`src/rtl/fetch_stage_pkg.sv`:
```
// Shared core definitions for the fetch stage and its consumers.
//   RESET_PC_DEFAULT  : default PC loaded on reset
//   NOP_INSTR_DEFAULT : default bubble instruction (addi x0,x0,0)
//   if_id_t           : IF/ID pipeline bundle, reused by decode
//   if_id_bubble()    : builds the bubble value of the IF/ID bundle
package fetch_stage_pkg;

  localparam logic [31:0] RESET_PC_DEFAULT  = 32'h0000_0000;
  localparam logic [31:0] NOP_INSTR_DEFAULT = 32'h0000_0013;

  typedef struct packed {
    logic [31:0] instr;
    logic [31:0] pc;
    logic [31:0] pc_plus4;
    logic        valid;
  } if_id_t;

  function automatic if_id_t if_id_bubble(input logic [31:0] nop_instr);
    if_id_t b;
    b.instr    = nop_instr;
    b.pc       = 32'h0000_0000;
    b.pc_plus4 = 32'h0000_0000;
    b.valid    = 1'b0;
    return b;
  endfunction

endpackage

```
`src/rtl/fetch_stage_pc_reg.sv`:
```
// PC register with synchronous active-low reset, redirect and enable.
//   clk_i        : clock, all updates on rising edge
//   rst_ni       : synchronous active-low reset, loads ResetPc
//   en_i         : advance to pc + 4 (low holds the PC)
//   redirect_i   : load the redirect target, wins over en_i
//   target_i     : word address of redirect target (byte offset dropped)
//   pc_o         : current PC
//   pc_plus4_o   : pc_o + 4, modulo 2^32
module fetch_stage_pc_reg
  import fetch_stage_pkg::*;
#(
  parameter logic [31:0] ResetPc = RESET_PC_DEFAULT
) (
  input  logic        clk_i,
  input  logic        rst_ni,
  input  logic        en_i,
  input  logic        redirect_i,
  input  logic [29:0] target_i,
  output logic [31:0] pc_o,
  output logic [31:0] pc_plus4_o
);

  logic [31:0] pc_d, pc_q;

  assign pc_plus4_o = pc_q + 32'd4;
  assign pc_o       = pc_q;

  // Redirect is checked first so a stalled front end never drops a branch.
  always_comb begin
    pc_d = pc_q;
    if (redirect_i) begin
      pc_d = {target_i, 2'b00};
    end else if (en_i) begin
      pc_d = pc_plus4_o;
    end
  end

  always_ff @(posedge clk_i) begin
    if (!rst_ni) begin
      pc_q <= ResetPc;
    end else begin
      pc_q <= pc_d;
    end
  end

endmodule

```
`src/rtl/fetch_stage.sv`:
```
// Instruction fetch stage: PC generation, IF/ID pipeline register and a
// counter of valid instructions handed to decode.
//   clk, rst_n          : clock and synchronous active-low reset
//   imem_addr/rdata     : external instruction memory, combinational read
//   stall_f / stall_d   : hold PC / hold IF/ID
//   flush_d             : load bubble into IF/ID (wins over stall_d)
//   pc_src_e, pc_target_e : redirect from execute (wins over stall_f)
//   pc_f                : current fetch PC
//   instr_d, pc_d, pc_plus4_d, valid_d : IF/ID register contents
//   fetch_count         : number of valid captures into IF/ID (wraps)
module fetch_stage
  import fetch_stage_pkg::*;
#(
  parameter logic [31:0] RESET_PC  = RESET_PC_DEFAULT,
  parameter logic [31:0] NOP_INSTR = NOP_INSTR_DEFAULT
) (
  input  logic        clk,
  input  logic        rst_n,
  output logic [31:0] imem_addr,
  input  logic [31:0] imem_rdata,
  input  logic        stall_f,
  input  logic        stall_d,
  input  logic        flush_d,
  input  logic        pc_src_e,
  input  logic [31:0] pc_target_e,
  output logic [31:0] pc_f,
  output logic [31:0] instr_d,
  output logic [31:0] pc_d,
  output logic [31:0] pc_plus4_d,
  output logic        valid_d,
  output logic [31:0] fetch_count
);

  logic [31:0] pc_plus4_f;
  if_id_t      if_id_d, if_id_q;
  logic [31:0] fetch_count_d, fetch_count_q;

  // Byte offset of the target is dropped: the PC is always word aligned.
  logic unused_target_lsb;
  assign unused_target_lsb = ^pc_target_e[1:0];

  fetch_stage_pc_reg #(
    .ResetPc (RESET_PC)
  ) u_pc_reg (
    .clk_i      (clk),
    .rst_ni     (rst_n),
    .en_i       (~stall_f),
    .redirect_i (pc_src_e),
    .target_i   (pc_target_e[31:2]),
    .pc_o       (pc_f),
    .pc_plus4_o (pc_plus4_f)
  );

  assign imem_addr = pc_f;

  always_comb begin
    if_id_d       = if_id_q;
    fetch_count_d = fetch_count_q;
    if (flush_d) begin
      if_id_d = if_id_bubble(NOP_INSTR);
    end else if (!stall_d) begin
      if_id_d.instr    = imem_rdata;
      if_id_d.pc       = pc_f;
      if_id_d.pc_plus4 = pc_plus4_f;
      if_id_d.valid    = 1'b1;
      fetch_count_d    = fetch_count_q + 32'd1;
    end
  end

  always_ff @(posedge clk) begin
    if (!rst_n) begin
      if_id_q       <= if_id_bubble(NOP_INSTR);
      fetch_count_q <= 32'h0000_0000;
    end else begin
      if_id_q       <= if_id_d;
      fetch_count_q <= fetch_count_d;
    end
  end

  // Outputs come only from registers; imem_rdata never reaches them directly.
  assign instr_d     = if_id_q.instr;
  assign pc_d        = if_id_q.pc;
  assign pc_plus4_d  = if_id_q.pc_plus4;
  assign valid_d     = if_id_q.valid;
  assign fetch_count = fetch_count_q;

endmodule
```
`config.mk`:
```
export PLATFORM = sky130hd
export DESIGN_NAME = fetch_stage
export DESIGN_NICKNAME = d
export VERILOG_FILES = /design/src/rtl/fetch_stage_pkg.sv /design/src/rtl/fetch_stage_pc_reg.sv /design/src/rtl/fetch_stage.sv
export SDC_FILE = /design/constraint.sdc
export NUM_CORES = 1
export LEC_CHECK = 0
export BUFFER_PORTS_ARGS = -buffer_cell sky130_fd_sc_hd__buf_2
export CAP_MARGIN = 25
export CORE_UTILIZATION = 30
export DETAILED_ROUTE_END_ITERATION = 7
export GPL_ROUTABILITY_DRIVEN = 0
export SLEW_MARGIN = 30
export SYNTH_ARGS = -nofsm -noshare
export SYNTH_HDL_FRONTEND = slang
export SYNTH_HIERARCHICAL = 1
export SYNTH_SLANG_ARGS = --single-unit
```
`constraint.sdc`:
```
create_clock -name clk -period 4.05 [get_ports clk]
set_input_delay 0.2025 -clock clk [delete_from_list [all_inputs] [get_ports clk]]
set_output_delay 0.2025 -clock clk [all_outputs]
set_load 0.1 [all_outputs]
```
==> results of run 1 <==
## cells in the mapped netlist, drive strengths merged, types with 10 or more instances
master / number
xnor2: 25
nand4: 25
mux2i: 95
nor2: 117
nand3: 33
nor3: 13
or3: 14
o21ai: 39
a21oi: 33
nor4: 10
o31ai: 13
and4: 11
nand2: 37
buf: 55
or4: 16
and3: 11
clkbuf: 43
xor2: 23
dfxtp: 159
## power by group
part | internal, mW | switching (mW)
Combinational | 0.166 | 0.668
Sequential | 1.61 | 0.0804
Clock | 0.868 | 0.734
## flip-flops by register name, indices dropped and copies added (netlist names)
signal         cells
fetch_count       32
instr_d           32
pc_d              32
pc_plus4_d        32
u_pc_reg/pc_o     30
valid_d            1
## logic make-up after synthesis
family                     count (synthesis)  synth area share (%)
and+or+nand+nor                          310                 21.32
DFF                                      159                 42.79
AOI/OAI and AO/OA                        115                 9.469
buffers and inverters                    107                 7.602
muxes                                     95                 12.78
xor gates and xnor gates                  48                 5.651
adders and majority gates                  2                0.3363
other                                      1               0.05041
## layer usage
layer,global-route usage [%],vias up
met4,4.939,0
met2,26.66,208
met3,4.558,14
li1,-,3349
met1,21.89,3193
met5,0,-
## critical path, stage by stage (launching register included)
cell and delay [ns]:
sky130_fd_sc_hd__dfxtp_1 0.64, sky130_fd_sc_hd__nand3_2 0.43, sky130_fd_sc_hd__nor4_1 0.81, sky130_fd_sc_hd__and3_1 0.31, sky130_fd_sc_hd__xor2_1 0.15, sky130_fd_sc_hd__mux2i_1 0.08, sky130_fd_sc_hd__nor2_1 0.10
## worst max-delay path by stage
stage	start	slack [ns]	to	depth (start not counted)
4_1_cts	u_pc_reg/pc_o[4]$_SDFFE_PN0P_	1.42	pc_plus4_d[30]$_SDFFE_PP0N_	6
6_report	u_pc_reg/pc_o[4]$_SDFFE_PN0P_	1.44	pc_plus4_d[30]$_SDFFE_PP0N_	6
5_1_grt	u_pc_reg/pc_o[4]$_SDFFE_PN0P_	1.21	pc_plus4_d[30]$_SDFFE_PP0N_	6
2_1_floorplan	u_pc_reg/pc_o[10]$_SDFFE_PN0P_	1.23	pc_plus4_d[29]$_SDFFE_PP0N_	7
3_5_place_dp	u_pc_reg/pc_o[4]$_SDFFE_PN0P_	1.44	pc_plus4_d[30]$_SDFFE_PP0N_	6
3_3_place_gp	u_pc_reg/pc_o[4]$_SDFFE_PN0P_	1.48	pc_plus4_d[30]$_SDFFE_PP0N_	6
## final cells by class
cell class                 count  share of cell area [%]
clock inverter                15                   1.590
antenna                        3                 0.07951
clock buffer                  17                   4.506
timing repair buffer         281                   16.17
multi-input combinational    574                   39.29
tap                          324                   4.294
inverter                       9                  0.3578
sequential                   159                   33.71
==> metrics.log, run 1 <==
[metrics] footprint of the multi-input gates: 3710 µm²
[metrics] DR iter-0 viols: slightly below 400
[metrics] Setup Slack @ Placement: 1.437 ns
[metrics] total global routing overflow: 0
[metrics] total power divided by cell area: around 440 nW/µm²
[metrics] worst min-delay path endpoint: instr_d[23]$_SDFFE_PP0N_
[metrics] vias in the first global route: 6,008
[metrics] Hold Crit Class: input pin to flip-flop
[metrics] final design instance area without fill: 9442 µm²
[metrics] final core utilization: 38.82%
[metrics] worst hold margin: ~0.017 ns
[metrics] time the final worst path needs with I/O delays and setup: ~2.6 ns
[metrics] final period utilization: between 60 and 70%
[metrics] area used by sequential logic in the layout: 3183 µm²
[metrics] die extent in y: roughly 160 µm
[metrics] leading cell type in the layout, fill and taps excluded: sky130_fd_sc_hd__buf_2
[metrics] number of search-and-repair iterations in the first detailed-routing pass: 5
[metrics] number of max-cap violations: 0
[metrics] Critical Path Sink Type: flip-flop
[metrics] number of instances resized during post-cts repair: 0
[metrics] placement-stage cell area: ~8700 µm²
[metrics] final sum of negative setup slack: 0 ns
[metrics] worst r2r src: u_pc_reg/pc_o[4]$_SDFFE_PN0P_
[metrics] Post-CTS Setup Bufs: 0
[metrics] Filler Cells Inserted: approximately 2.5k
[metrics] number of synthesized flops with an enable pin: 0
[metrics] number of antenna violations at the first check in global routing: 2
[metrics] count of hold-fix buffers inserted at cts: 19
[metrics] proportion of synthesized flip-flops having asynchronous set or reset: 0%
[metrics] measured slew at the worst slew-check pin: 0.8916 ns
[metrics] Avg Cell Area, Syn: around 8.9 µm²
[metrics] die footprint: roughly 25,000 µm²
[metrics] category of the critical setup timing path: flip-flop to flip-flop
[metrics] peak fanout along the critical path: 19
[metrics] post-synthesis cell type with the largest combined area: sky130_fd_sc_hd__dfxtp_1
[metrics] cell count after synthesis: 837
[metrics] worst reg-to-reg setup slack: about 1.4 ns
[metrics] number of remaining DRC errors: 0
[metrics] clock slew seen by the registers of the worst setup and hold paths: ~0.070 ns
[metrics] arrival time of data at the critical path endpoint: between 2 and 3 ns
[metrics] Yosys top cell area share: 42.79%
[metrics] wire length of the first global-routing pass: between 30,000 and 40,000 µm
[metrics] Hold Path Depth: 3
[metrics] total number of vias: 6,764
[metrics] Unique masters post-synth: between 50 and 60
[metrics] sequential-to-total area share from yosys stat: 42.79%
[metrics] Final Hold Vio Count: 0
[metrics] Initial Utilization: between 30% and 40%
[metrics] uppermost layer routed: met4
[metrics] maximum number of pins on one net before global-route repair: 68
[metrics] unrepaired setup endpoints after global routing: false
[metrics] Achievable Freq: 383.2 MHz
[metrics] count of non-filler cells in the finished layout: around 1.4k
[metrics] DR WL met2: between 9000 and 10,000 µm
[metrics] post-route clock skew: around 0.011 ns
[metrics] layout cells sized above 1: around 29%
[metrics] met3 wire length: roughly 1300 µm
[metrics] count of nets left with antenna violations after detail routing: 0
[metrics] top library cells by usage in the layout, fill and taps aside: sky130_fd_sc_hd__buf_2, sky130_fd_sc_hd__dfxtp_1, sky130_fd_sc_hd__nor2_1
[metrics] insertion delay of the later-clocked pin in the worst-skew pair: around 0.42 ns
[metrics] global routing usage summed across all routing layers: 16.70%
[metrics] total clock buffers created by CTS: 17
[metrics] number of buffers inserted by port buffering: around 260
[metrics] half-perimeter wire length after detailed placement: around 15,000 µm
[metrics] WL per Instance: about 16 µm
[metrics] clock tree from TritonCTS: yes
[metrics] run status: finished clean
[metrics] most common flop cell mapped by yosys: sky130_fd_sc_hd__dfxtp_1
[metrics] area added between synthesis and finish: 26.91%
[metrics] total number of clock tree sinks: between 150 and 200
[metrics] total power of the final layout: a little over 4 mW
[metrics] Via density: ~4.9
[metrics] total I/O pin count: about 260
[metrics] site row count: 57
[metrics] Cell Count Post-Placement: 1,328
[metrics] Die Wd: between 150 and 200 µm
[metrics] core outline area: between 20,000 and 25,000 µm²
[metrics] worst relative slew slack: ~40%
[metrics] cells taking the most area after synthesis: sky130_fd_sc_hd__dfxtp_1, sky130_fd_sc_hd__mux2i_1, sky130_fd_sc_hd__nor2_1, sky130_fd_sc_hd__buf_4, sky130_fd_sc_hd__xnor2_1
[metrics] Reg2Reg Depth: 6
[metrics] maximum buffer depth of the clock tree: 2
[metrics] CP Data Required Time: 4.39 ns
[metrics] fin worst setup slack: roughly 1.4 ns
[metrics] total setup violations reported at the end of the flow: 0
[metrics] Slew Limit Fails: 0
[metrics] worst ir drop on vdd: between 0.2 and 0.25 mV
[metrics] startpoint of the tightest hold check path: imem_rdata[23]
[metrics] maximum level of the CTS H-tree: 4
[metrics] leakage power of the design: 4.296 nW
[metrics] terminus of the critical flop-to-flop path: pc_plus4_d[30]$_SDFFE_PP0N_
[metrics] root buf cell: sky130_fd_sc_hd__clkbuf_16
[metrics] total wirelength of the detailed-routed design: between 20,000 and 25,000 µm
[metrics] Ys Warns: 6
[metrics] total number of nets in the final design: roughly 1.1k
[metrics] Syn Std Cell Area: roughly 7400 µm²
[metrics] post-synthesis register bit count: about 160
[metrics] met1 routed wirelength after detailed routing: approximately 10,000 µm
[metrics] kind of start point of the critical path: flip-flop
No activity file was read; power rests on OpenSTA's default activity.
==> run 2: changes to the inputs <==
clock period = 2.46 ns   (was 4.05 ns; I/O delays follow)
==> metrics.log, run 2 (synthesis gave the netlist of run 1 again) <==
[metrics] run status: finished clean
[metrics] terminus of the critical flop-to-flop path: fetch_count[30]$_SDFFE_PN0P_
[metrics] number of max-cap violations: 0 (unchanged)
[metrics] core outline area: 24,320 µm² (unchanged)
[metrics] worst r2r src: fetch_count[2]$_SDFFE_PN0P_
[metrics] Final Hold Vio Count: 0 (unchanged)
[metrics] unrepaired setup endpoints after global routing: false
[metrics] wire length of the first global-routing pass: 34,550 µm (+2.1%)
[metrics] maximum buffer depth of the clock tree: 2 (unchanged)
[metrics] final core utilization: 40.97% (+2.1 points)
[metrics] crit path launch: stall_d
[metrics] global routing usage summed across all routing layers: 17.06% (+0.35 points)
[metrics] vias in the first global route: 6,452 (+7.4%)
[metrics] maximum level of the CTS H-tree: 4 (unchanged)
[metrics] measured slew at the worst slew-check pin: 0.9269 ns (+0.03527 ns)
[metrics] time the final worst path needs with I/O delays and setup: 2.159 ns
[metrics] total global routing overflow: 0 (unchanged)
[metrics] area added between synthesis and finish: 33.92%
[metrics] total power of the final layout: 6.867 mW (+66%)
[metrics] Via density: 4.859 (-0.72%)
[metrics] arrival time of data at the critical path endpoint: 2.50 ns (-0.45 ns)
[metrics] Critical Path Stages: 6 (unchanged)
[metrics] leading cell type in the layout, fill and taps excluded: sky130_fd_sc_hd__buf_2
[metrics] number of search-and-repair iterations in the first detailed-routing pass: 8 (+3)
[metrics] Filler Cells Inserted: 2,473 (+0.69%)
[metrics] WP buf/inv: 2 (+2)
[metrics] count of nets left with antenna violations after detail routing: 0 (unchanged)
[metrics] Slew Limit Fails: 0 (unchanged)
[metrics] kind of start point of the critical path: input pin
[metrics] number of antenna violations at the first check in global routing: 2 (unchanged)
[metrics] CP Data Required Time: 2.80 ns (-1.59 ns)
[metrics] worst reg-to-reg setup slack: 0.34 ns (-1.10 ns)
[metrics] peak fanout along the critical path: 18 (-1)
[metrics] Critical Path Sink Type: flip-flop
[metrics] die extent in y: 159.5 µm (unchanged)
[metrics] clock tree from TritonCTS: yes
[metrics] Reg2Reg Depth: 4 (-2)
[metrics] clock slew seen by the registers of the worst setup and hold paths: 0.07 ns (about the same)
[metrics] total clock buffers created by CTS: 17 (unchanged)
[metrics] maximum number of pins on one net before global-route repair: 52 (-24%)
[metrics] CP Cell Sequence: dlygate4sd3_1 > buf_6 > nor4bb_1 > nand4_2 > or4_1 > a21oi_1
[metrics] WL per Instance: 15.41 µm (-1.6%)
[metrics] final sum of negative setup slack: 0 ns (unchanged)
[metrics] Post-CTS Setup Bufs: 0 (unchanged)
[metrics] root buf cell: sky130_fd_sc_hd__clkbuf_16
[metrics] worst relative slew slack: 38.21% (-1.9 points)
[metrics] post-route clock skew: 0.01091 ns (-0.00003250 ns)
[metrics] final period utilization: between 80 and 90%
[metrics] Initial Utilization: 30.59% (unchanged)
[metrics] Die Wd: 159.5 µm (unchanged)
[metrics] delay of the slowest cell on the worst path: 0.64 ns (-0.17 ns)
[metrics] total number of vias: 6,968 (+3.0%)
[metrics] top library cells by usage in the layout, fill and taps aside: sky130_fd_sc_hd__buf_2, sky130_fd_sc_hd__dfxtp_1, sky130_fd_sc_hd__nor2_1
[metrics] leakage power of the design: 4.547 nW (+5.8%)
[metrics] total number of clock tree sinks: 159 (unchanged)
[metrics] DR iter-0 viols: 366 (-7.1%)
[metrics] total wirelength of the detailed-routed design: 22,100 µm (+2.1%)
[metrics] Achievable Freq: between 400 and 500 MHz
[metrics] cell family with most CP delay: simple AND/OR/NAND/NOR gates
[metrics] half-perimeter wire length after detailed placement: 15,220 µm (+3.6%)
[metrics] Hold Crit Class: input pin to flip-flop
[metrics] number of buffers inserted by port buffering: 256 (unchanged)
[metrics] number of remaining DRC errors: 0 (unchanged)
[metrics] total setup violations reported at the end of the flow: 0 (unchanged)
[metrics] critical path capture point: fetch_count[30]$_SDFFE_PN0P_
[metrics] worst ir drop on vdd: 0.3850 mV (+83%)
[metrics] insertion delay of the later-clocked pin in the worst-skew pair: 0.42 ns (about the same)
[metrics] total number of nets in the final design: 1,168 (+4.8%)
[metrics] layout cells sized above 1: 30.48% (+1.9 points)
[metrics] total power divided by cell area: 689.3 nW/µm² (+58%)
[metrics] category of the critical setup timing path: input pin to flip-flop
[metrics] site row count: 57 (unchanged)
[metrics] total I/O pin count: 263 (unchanged)
[metrics] die footprint: 25,430 µm² (unchanged)
[metrics] slowest CP cell: sky130_fd_sc_hd__or4_1
==> run 2: changes by cell type in the layout (fill, tap and decap cells not counted), moves of 4 or more <==
cell | before | now
sky130_fd_sc_hd__dlygate4sd3_1 | 19 | 52
sky130_fd_sc_hd__dfxtp_2 | 0 | 18
sky130_fd_sc_hd__buf_4 | 5 | 26
sky130_fd_sc_hd__dfxtp_1 | 159 | 141
sky130_fd_sc_hd__inv_6 | 6 | 2
==> run 2: how the worst min path moves through the flow <==
stage	from	to	cells past startpoint
after CTS	pc_target_e[26]	u_pc_reg/pc_o[26]$_SDFFE_PN0P_	3
final	pc_target_e[20]	u_pc_reg/pc_o[20]$_SDFFE_PN0P_	3
after global routing	pc_target_e[13]	u_pc_reg/pc_o[13]$_SDFFE_PN0P_	3
after global placement	pc_target_e[6]	u_pc_reg/pc_o[6]$_SDFFE_PN0P_	2
after floorplan	rst_n	fetch_count[2]$_SDFFE_PN0P_	1
after detailed placement	pc_target_e[3]	u_pc_reg/pc_o[3]$_SDFFE_PN0P_	2
==> run 2: final cells by class <==
type | instances | area (µm²) | share of cell area [%]
Multi-Input combinational cell | 574 | 3710 | 37.23
Sequential cell | 159 | 3206 | 32.17
Timing Repair Buffer | 335 | 2023 | 20.31
Clock buffer | 20 | 446.7 | 4.483
Tap cell | 324 | 405.4 | 4.069
Clock inverter | 12 | 136.4 | 1.369
Inverter | 9 | 33.78 | 0.3391
Antenna cell | 1 | 2.502 | 0.02512
==> run 2: worst min-delay path: cells and delay by family <==
kind                   cells  cell delay (ns)
AO/OA/AOI/OAI              2             0.20
buffers and inverters      1             0.09
==> run 2: where the power goes <==
group	switching (mW)	total, mW	internal, mW
logic	1.13	1.45	0.324
clock network	1.11	2.64	1.53
registers	0.115	2.77	2.66
==> run 2: layer usage <==
metal	vias up	track usage [%]	share of wire (%)
met5	-	0	0.059
met1	3276	20.85	45
li1	3443	-	-
met2	229	28.70	47
met4	2	5.201	1.7
met3	18	5.053	6.8
==> run 2: timing repair <==
action	CTS	global route
endpoints found under the hold margin	55	0
hold buffers	52	0
gates resized for setup	0	0
==> run 2: stage by stage <==
step / area (µm²) / instances / setup slack, ns / hold WS (ns)
after global placement: 8857 / 1349 / 0.3868 / 0.3479
after floorplan: 7473 / 840 / 0.01115 / 0.2447
after detailed placement: 8857 / 1349 / 0.3473 / 0.3527
after CTS: 9961 / 1433 / 0.3069 / 0.004864
final: 9963 / 1434 / 0.3007 / 0.02361
after global routing: 9961 / 1433 / 0.1781 / 0.03012
==> run 3: changes to the inputs <==
GPL_TIMING_DRIVEN = 0   (was not set)
clock period = 2.34 ns   (was 2.46 ns; I/O delays follow)
==> metrics.log, run 3 (synthesis gave the netlist of run 1 again) <==
[metrics] worst r2r src: u_pc_reg/pc_o[4]$_SDFFE_PN0P_
[metrics] peak fanout along the critical path: 10 (-8)
[metrics] post-route clock skew: 0.01056 ns (-0.0003440 ns)
[metrics] global routing usage summed across all routing layers: 18.56% (+1.5 points)
[metrics] worst relative slew slack: 41.33% (+3.1 points)
[metrics] terminus of the critical flop-to-flop path: pc_plus4_d[31]$_SDFFE_PP0N_
[metrics] die extent in y: 159.5 µm (unchanged)
[metrics] footprint of the multi-input gates: 3754 µm² (+1.2%)
[metrics] top library cells by usage in the layout, fill and taps aside: sky130_fd_sc_hd__buf_2, sky130_fd_sc_hd__dfxtp_1, sky130_fd_sc_hd__nor2_1
[metrics] Slew Limit Fails: 0 (unchanged)
[metrics] Die Wd: 159.5 µm (unchanged)
[metrics] total power divided by cell area: 713.4 nW/µm² (+3.5%)
[metrics] clock tree from TritonCTS: yes
[metrics] routing usage on met3: 4.454% (-0.60 points)
[metrics] total setup violations reported at the end of the flow: 0 (unchanged)
[metrics] Final Hold Vio Count: 0 (unchanged)
[metrics] run status: finished clean
[metrics] root buf cell: sky130_fd_sc_hd__clkbuf_16
[metrics] Achievable Freq: between 400 and 500 MHz
[metrics] number of remaining DRC errors: 0 (unchanged)
[metrics] total I/O pin count: 263 (unchanged)
[metrics] area used by sequential logic in the layout: 3243 µm² (+1.2%)
[metrics] insertion delay of the later-clocked pin in the worst-skew pair: 0.42 ns (about the same)
[metrics] CP Data Required Time: 2.70 ns (-0.10 ns)
[metrics] total global routing overflow: 0 (unchanged)
[metrics] Critical Path Sink Type: flip-flop
[metrics] worst min-delay path endpoint: u_pc_reg/pc_o[27]$_SDFFE_PN0P_
[metrics] unrepaired setup endpoints after global routing: false
[metrics] layout cells sized above 1: 32.97% (+2.5 points)
[metrics] time the final worst path needs with I/O delays and setup: between 2 and 2.5 ns
[metrics] die footprint: 25,430 µm² (unchanged)
[metrics] leading cell type in the layout, fill and taps excluded: sky130_fd_sc_hd__buf_2
[metrics] maximum number of pins on one net before global-route repair: 17 (-67%)
[metrics] fin worst setup slack: 0.1160 ns (-0.1846 ns)
[metrics] Via density: 4.841 (-0.37%)
[metrics] half-perimeter wire length after detailed placement: 17,360 µm (+14%)
[metrics] vias in the first global route: 6,848 (+6.1%)
[metrics] kind of start point of the critical path: flip-flop
[metrics] Hold Crit Class: input pin to flip-flop
[metrics] number of buffers inserted by port buffering: 255 (-0.39%)
[metrics] count of nets left with antenna violations after detail routing: 0 (unchanged)
[metrics] number of max-cap violations: 0 (unchanged)
[metrics] number of antenna violations at the first check in global routing: 2 (unchanged)
[metrics] total number of clock tree sinks: 159 (unchanged)
[metrics] worst ir drop on vdd: 0.3589 mV (-6.8%)
[metrics] Initial Utilization: 30.59% (unchanged)
[metrics] site row count: 57 (unchanged)
[metrics] core outline area: 24,320 µm² (unchanged)
[metrics] total number of nets in the final design: 1,236 (+5.8%)
[metrics] Filler Cells Inserted: 2,466 (-0.28%)
[metrics] leakage power of the design: 4.767 nW (+4.8%)
[metrics] maximum buffer depth of the clock tree: 2 (unchanged)
[metrics] global-route met1 utilization: 23.22% (+2.4 points)
[metrics] Setup Slack @ Placement: -0.07215 ns (-0.4194 ns)
[metrics] area added between synthesis and finish: 39.17%
[metrics] measured slew at the worst slew-check pin: 0.8800 ns (-0.04685 ns)
[metrics] DR iter-0 viols: 423 (+16%)
[metrics] arrival time of data at the critical path endpoint: 2.58 ns (+0.08 ns)
[metrics] routing usage on met2: 31.62% (+2.9 points)
[metrics] total number of vias: 7,276 (+4.4%)
[metrics] Hold Path Depth: 3 (unchanged)
[metrics] startpoint of the tightest hold check path: pc_target_e[27]
[metrics] Reg2Reg Depth: 8 (+4)
[metrics] category of the critical setup timing path: flip-flop to flip-flop
[metrics] most heavily used metal layer in global routing: met2
[metrics] worst reg-to-reg setup slack: 0.12 ns (-0.22 ns)
[metrics] total wirelength of the detailed-routed design: 23,630 µm (+6.9%)
[metrics] total clock buffers created by CTS: 17 (unchanged)
[metrics] clock slew seen by the registers of the worst setup and hold paths: 0.07 ns (about the same)
[metrics] number of search-and-repair iterations in the first detailed-routing pass: 5 (-3)
[metrics] wire length of the first global-routing pass: 37,480 µm (+8.5%)
[metrics] final period utilization: between 90% and 100%
[metrics] WL per Instance: 15.72 µm (+2.0%)
[metrics] worst hold margin: 0.01846 ns (-0.005147 ns)
[metrics] maximum level of the CTS H-tree: 4 (unchanged)
## run 3: where the power goes
| part | switching, mW | internal, mW |
|---|---|---|
| clock network | 1.27 | 1.61 |
| logic | 1.23 | 0.382 |
| registers | 0.104 | 2.79 |
## run 3: critical path: stages (launching register included)
cell and delay, ns:
sky130_fd_sc_hd__dfxtp_4 0.38, sky130_fd_sc_hd__buf_2 0.23, sky130_fd_sc_hd__nand3_4 0.18, sky130_fd_sc_hd__or4_1 0.55, sky130_fd_sc_hd__clkbuf_2 0.21, sky130_fd_sc_hd__nor3_2 0.20
sky130_fd_sc_hd__xor2_1 0.22, sky130_fd_sc_hd__mux2i_1 0.10, sky130_fd_sc_hd__nor2_1 0.08
## run 3: cell type report
type / instances / share of cell area, %
Clock inverter: 15 / 1.680
Tap cell: 324 / 3.915
Buffer: 97 / 5.112
Antenna cell: 2 / 0.04834
Timing Repair Buffer: 306 / 17.23
Multi-Input combinational cell: 574 / 36.25
Inverter: 9 / 0.3263
Sequential cell: 159 / 31.32
Clock buffer: 17 / 4.109
## run 3: metal layers
layer | up-vias | wire (µm)
li1 | 3573 | -
met1 | 3447 | 10570
met2 | 238 | 11360
met3 | 18 | 1449
met4 | 0 | 249
met5 | - | 0
## run 3: worst max-delay path by stage
stage | from | end | slack, ns | depth (start not counted)
after floorplan | fetch_count[8]$_SDFFE_PN0P_ | fetch_count[30]$_SDFFE_PN0P_ | 0.01 | 5
after global placement | u_pc_reg/pc_o[2]$_SDFFE_PN0P_ | pc_plus4_d[30]$_SDFFE_PP0N_ | -0.09 | 8
after detailed placement | u_pc_reg/pc_o[2]$_SDFFE_PN0P_ | pc_plus4_d[30]$_SDFFE_PP0N_ | -0.07 | 8
after CTS | u_pc_reg/pc_o[9]$_SDFFE_PN0P_ | pc_plus4_d[31]$_SDFFE_PP0N_ | 0.02 | 8
after global routing | u_pc_reg/pc_o[4]$_SDFFE_PN0P_ | pc_plus4_d[31]$_SDFFE_PP0N_ | 0.02 | 8
final | u_pc_reg/pc_o[4]$_SDFFE_PN0P_ | pc_plus4_d[31]$_SDFFE_PP0N_ | 0.12 | 8
## run 3: repair_timing
| action | CTS | global route |
|---|---|---|
| gates resized for setup | 4 | 4 |
| hold endpoints to repair | 50 | 0 |
| hold buffers | 50 | 0 |
| pin swaps | 1 | 2 |
| setup buffers | 0 | 1 |
| endpoints found under the setup margin | 5 | 15 |
| gates cloned | 0 | 0 |
## run 3: per-stage QoR
stage / util [%] / TNS [ns] / power (mW) / instances / instance area, µm²
finish: 42.57 / 0 / 7.387 / 1503 / 10350
global route: 42.56 / 0 / 7.668 / 1502 / 10350
CTS: 42.43 / 0 / 7.479 / 1501 / 10320
detailed placement: 37.82 / -0.1787 / 4.505 / 1419 / 9199
global placement: 37.82 / -0.1612 / 4.499 / 1419 / 9199
floorplan: - / 0 / 4.201 / 840 / 7517
